## config.mk

```make
export PLATFORM = sky130hd
export DESIGN_NAME = shift_sequencer
export DESIGN_NICKNAME = d
export VERILOG_FILES = /design/src/rtl/shift_pkg.sv /design/src/rtl/shift_step.sv /design/src/rtl/shift_sequencer.sv
export SDC_FILE = /design/constraint.sdc
export NUM_CORES = 1
export LEC_CHECK = 0
export ABC_AREA = 0
export BUFFER_PORTS_ARGS = -buffer_cell sky130_fd_sc_hd__buf_2
export CAP_MARGIN = 5
export CORE_MARGIN = 10
export CORE_UTILIZATION = 57
export CTS_BUF_LIST = sky130_fd_sc_hd__clkbuf_4 sky130_fd_sc_hd__clkbuf_8 sky130_fd_sc_hd__clkbuf_16
export CTS_CLUSTER_SIZE = 8
export DETAILED_ROUTE_END_ITERATION = 6
export GPL_ROUTABILITY_DRIVEN = 0
export PLACE_DENSITY_LB_ADDON = 0.15
export RECOVER_POWER = 25
export SYNTH_ARGS = -nofsm -noshare
export SYNTH_HDL_FRONTEND = slang
export SYNTH_SLANG_ARGS = --single-unit
```

## constraint.sdc

```tcl
create_clock -name clk -period 5 [get_ports clk]
set_clock_uncertainty 0.05 [all_clocks]
set_input_delay 0.25 -clock clk [delete_from_list [all_inputs] [get_ports clk]]
set_output_delay 0.25 -clock clk [all_outputs]
set_load 0.05 [all_outputs]
```

## src/rtl/shift_pkg.sv

```systemverilog
// Shared types for the multi-cycle shift unit: operation encodings and FSM states.
package shift_pkg;

    typedef enum logic [1:0] {
        OP_SLL  = 2'b00,
        OP_SRL  = 2'b01,
        OP_SRA  = 2'b10,
        OP_RSVD = 2'b11   // executes as a logical right shift
    } shift_op_t;

    typedef enum logic [1:0] {
        ST_IDLE  = 2'b00,
        ST_SHIFT = 2'b01,
        ST_DONE  = 2'b10
    } seq_state_t;

endpackage

```

## src/rtl/shift_step.sv

```systemverilog
// One iteration of the shift datapath: a 1- or 2-bit left or right step.
// Left shifts fill with zero; right shifts fill with zero, except SRA which
// fills with the operand sign captured when the operation was accepted.
module shift_step
    import shift_pkg::*;
#(
    parameter int N = 32
) (
    input  logic [N-1:0] a,
    input  shift_op_t    op,
    input  logic         sign,
    input  logic         by_two,
    output logic [N-1:0] y
);

    logic fill;

    // Select fill bit and shift direction/distance for this step
    always_comb begin
        // NOTE: every output gets a default first so no path can infer a latch.
        y    = a;
        fill = (op == OP_SRA) ? sign : 1'b0;
        if (op == OP_SLL) begin
            y = by_two ? {a[N-3:0], 2'b00} : {a[N-2:0], 1'b0};
        end else begin
            y = by_two ? {fill, fill, a[N-1:2]} : {fill, a[N-1:1]};
        end
    end

endmodule

```

## src/rtl/shift_sequencer.sv

```systemverilog
// Multi-cycle SLL/SRL/SRA unit for the EX stage. Accepts one operation through
// a valid/ready request port, steps the accumulator two bits per cycle (one bit
// for an odd remainder), and holds the result on the response port until taken.
// Flush aborts any in-flight operation without producing a response.
module shift_sequencer
    import shift_pkg::*;
#(
    parameter int N  = 32,
    parameter int SW = $clog2(N)
) (
    input  logic          clk,
    input  logic          rst,
    input  logic          flush,
    input  logic          req_valid,
    output logic          req_ready,
    input  logic [1:0]    req_op,
    input  logic [N-1:0]  req_a,
    input  logic [SW-1:0] req_shamt,
    output logic          rsp_valid,
    input  logic          rsp_ready,
    output logic [N-1:0]  rsp_result,
    output logic          busy
);

    seq_state_t    state;
    logic [N-1:0]  acc;
    logic [SW-1:0] rem;
    shift_op_t     op;
    logic          sign;

    logic          by_two;
    logic [N-1:0]  step_y;

    // Two-bit steps while at least two positions remain; the odd bit goes last
    assign by_two = (rem >= SW'(2));

    shift_step #(.N(N)) u_step (
        .a      (acc),
        .op     (op),
        .sign   (sign),
        .by_two (by_two),
        .y      (step_y)
    );

    // Handshake and status decode from registered state; flush gates acceptance
    assign req_ready  = (state == ST_IDLE) && !flush;
    assign rsp_valid  = (state == ST_DONE);
    assign busy       = (state != ST_IDLE);
    assign rsp_result = acc;

    // Sequencer FSM with operand, remainder and sign registers
    always_ff @(posedge clk or posedge rst) begin
        if (rst) begin
            state <= ST_IDLE;
            acc   <= '0;
            rem   <= '0;
            op    <= OP_SLL;
            sign  <= 1'b0;
        end else if (flush) begin
            // NOTE: non-blocking assignments so every register sees pre-edge values.
            state <= ST_IDLE;
        end else begin
            case (state)
                ST_IDLE: begin
                    if (req_valid) begin
                        acc   <= req_a;
                        rem   <= req_shamt;
                        op    <= shift_op_t'(req_op);
                        sign  <= req_a[N-1];
                        state <= (req_shamt == '0) ? ST_DONE : ST_SHIFT;
                    end
                end
                ST_SHIFT: begin
                    acc <= step_y;
                    if (by_two) begin
                        rem <= rem - SW'(2);
                        if (rem == SW'(2)) begin
                            state <= ST_DONE;
                        end
                    end else begin
                        rem   <= '0;
                        state <= ST_DONE;
                    end
                end
                ST_DONE: begin
                    if (rsp_ready) begin
                        state <= ST_IDLE;
                    end
                end
                default: state <= ST_IDLE;
            endcase
        end
    end

endmodule

```

==> impl_results.md <==
* Post-synth EDFFs at 0
* Failing checks: capacitance limit, slew limit
* Reg2reg start: rem[1]
* Synth-to-Final Area Change at 15.8%
* M2 GR Usage at 0.316
* Core ar. at about 5000 sq um
* Fin crit share at 0.512
* Post-cts resize count at 0
* Tightest Pin Transition at approximately 2300 ps
* Critical path cell sequence: or3b_1 > a21boi_0 > o21a_1 > o32a_1
* First-iteration detailed-routing DRC count at 229
* Cell count after synthesis at 355
* Later-pin clock latency in the skew report at 300 ps
* Sequential cell area fraction in the yosys report at 0.358
* Unrepaired setup endpoints after global routing: false
* Post-Synthesis Net Count at 400
* CTS buffer count at 5
* Chip width at 91.8 um
* Post-CTS Hold Fix Bufs at 0
* Hold Path Depth at 2
* Clock buffer depth at 2
* Die area at 8430 sq um
* CP peak stage delay at between 1000 and 1500 ps
* Overflow after GRT at 0
* IO Pins at 79
* Final setup vio count at 0
* DRC at 0
* VDD IR max at 0.379 mV
* WS Path Type: reg2reg
* Setup ws final at ~2400 ps
* Final min period at 2560 ps
* Wire per inst at 17.5 um
* Slew headroom at -0.537
* Fillers at 450
* Ratio of cells with drive above 1 in the final layout at 0.257
* CP Data Required Time at 5130 ps
* Main synth FF type: dfrtp_1
* H-tree Lvls at 2
* Most utilized layer in the global route result: met2
* Final nets at 460
* Netlist cell types at 50
* Post-Syn Area at 2940 sq um
* IO Port Bufs at 78
* Global routing usage on met3 at 0.0546
* Clk sink count at 42
* Setup WS pre-CTS at 2520 ps
* Die Ht at 91.8 um
* Setup Buffers After CTS at 0
* Number of cell rows at 26
* Remaining antenna violation count at 0
* First-pass GRT wire length at 14.0 mm
* 1st-pass router iterations at 4
* Ant. Diodes at 0
* Vias at 2989
* Initial antenna violation count at 0
* F_max at 0.391 GHz
* Asr flop ratio synth at 1.00
* CP max FO at 37
* Worst hold start: flush
* Fin. max-slew vios at 43
* Final Hold Vio Count at 0
* R2R Setup Slk at between 2000 and 2500 ps
* CP Launch Type: register
* Max-cap violations at 1
* Reg2reg path depth at 4
* Met1 Track Usage GR at 0.242
* Setup tns final at 0 ps
* Synth Register Bits at 42
* GRT Overall Usage at 0.195
* TritonCTS clock tree: built
* Syn Area/Cell at 8.28 sq um
* Vias in the first global route at 3068
* Worst-path clk slew at about 80 ps
* Yosys warning total at 0
* Power density cells at ~640 nW/um^2
* Starting Density at 0.583
* Worst Hold Path EP: state[1]
* Crit path DAT at 2690 ps
* Leakage power at 1.40 nW
* HP Class: in2reg
* Reg2reg end: rsp_result[11]
* CTS Root Buffer Type: clkbuf_8
* Largest net degree at the start of global routing at 49
* Fin util at 0.675
* Critical Path End Type: register
* Hpwl dp at just under 6 mm
* Routed wire length at 8.52 mm
* Slowest cell on the critical path: or3b_1
* Via/cell ratio at 6.15
* Outcome: finished with violations
-- cells in the mapped netlist (4+ instances only) --
cell type	instances	area share
a21o_1	12	0.031
o21ai_1	25	0.043
and2_1	10	0.021
nand2b_1	11	0.023
o32a_1	13	0.044
nor3_1	4	0.0068
nand2_1	38	0.049
o21ai_0	12	0.020
buf_6	5	0.019
nor2b_1	6	0.013
clkbuf_1	14	0.018
inv_1	4	0.0051
dfrtp_1	42	0.36
buf_2	10	0.017
nand3_2	4	0.014
a41oi_1	7	0.021
nor2_1	13	0.017
o41a_1	8	0.031
a21oi_1	49	0.083
nand3_1	25	0.043
-- layout make-up --
type | count | area (sq um) | area share
multi-input combinational | 278 | 1710 | 0.502
sequential | 42 | 1050 | 0.309
timing repair buffer | 84 | 432 | 0.127
clock buffer | 8 | 110 | 0.0324
tap | 70 | 87.6 | 0.0257
inverter | 4 | 15.0 | 0.00441
-- critical path, delay by kind of cell, from the launching register on --
kind	cells	cell delay, ps
AOI/OAI and AO/OA	3	880
DFF	1	430
and+or+nand+nor	1	1060
-- report_power, final --
part | total [mW] | internal, mW | switching [mW]
clock network | 0.263 | 0.140 | 0.124
logic | 1.30 | 0.382 | 0.915
registers | 0.625 | 0.468 | 0.157
total | 2.19 | 0.990 | 1.20
-- flip-flops by register name, summed over array words and instances, names as in the netlist --
name        cells
op              2
state           2
rem             5
rsp_result     32
sign            1
-- per-layer routing --
layer | part of all wire | up-vias
li1 | - | 1442
met1 | 0.44 | 1421
met2 | 0.48 | 118
met3 | 0.074 | 8
met4 | 0.010 | 0
met5 | 0 | -
-- cell usage in the layout, fill, tap and decap left out, types with 4 or more instances in the layout --
cell type  count
nand2b_1      11
nor3_1         4
a21oi_1       49
and2_1        10
clkbuf_8       8
nand3_1       25
a21o_1        12
a41oi_1        7
inv_1          4
dfrtp_1       42
nor2_1        13
o21ai_0       11
buf_4          5
o21ai_1       26
buf_2         78
nand2_1       38
o32a_1        13
nand3_2        4
o41a_1         8
nor2b_1        6
-- through the flow --
step	power [mW]	std cells	area [sq um]	hold slack (ps)
finish	2.19	486	3400	95.0
detailed placement	1.91	478	3300	366
floorplan	1.64	355	2940	263
CTS	2.18	486	3410	34.1
global placement	1.89	478	3300	370
global route	2.32	486	3400	101
-- logic make-up (layout without fill, tap and decap cells) --
family                   after synthesis  in the layout  synth area share
multiplexers                           3              3            0.0115
buffers and inverters                 35             96            0.0617
flip-flops                            42             42             0.358
adder cells (fa/ha/maj)                1              1           0.00426
AND/OR/NAND/NOR                      125            125             0.230
AO/OA/AOI/OAI                        149            149             0.335
-- how the worst max path moves through the flow --
| stage | start | to | slack, ps | cells past startpoint |
|---|---|---|---|---|
| after floorplan | state[1] | op[0] | 2390 | 5 |
| after global placement | rem[1] | rsp_result[11] | 2610 | 4 |
| after detailed placement | rem[1] | rsp_result[11] | 2520 | 4 |
| after CTS | rem[1] | rsp_result[11] | 2490 | 4 |
| after global routing | rem[1] | rsp_result[11] | 2320 | 4 |
| final | rem[1] | rsp_result[11] | 2440 | 4 |
No activity file was read; power rests on OpenSTA's default activity.
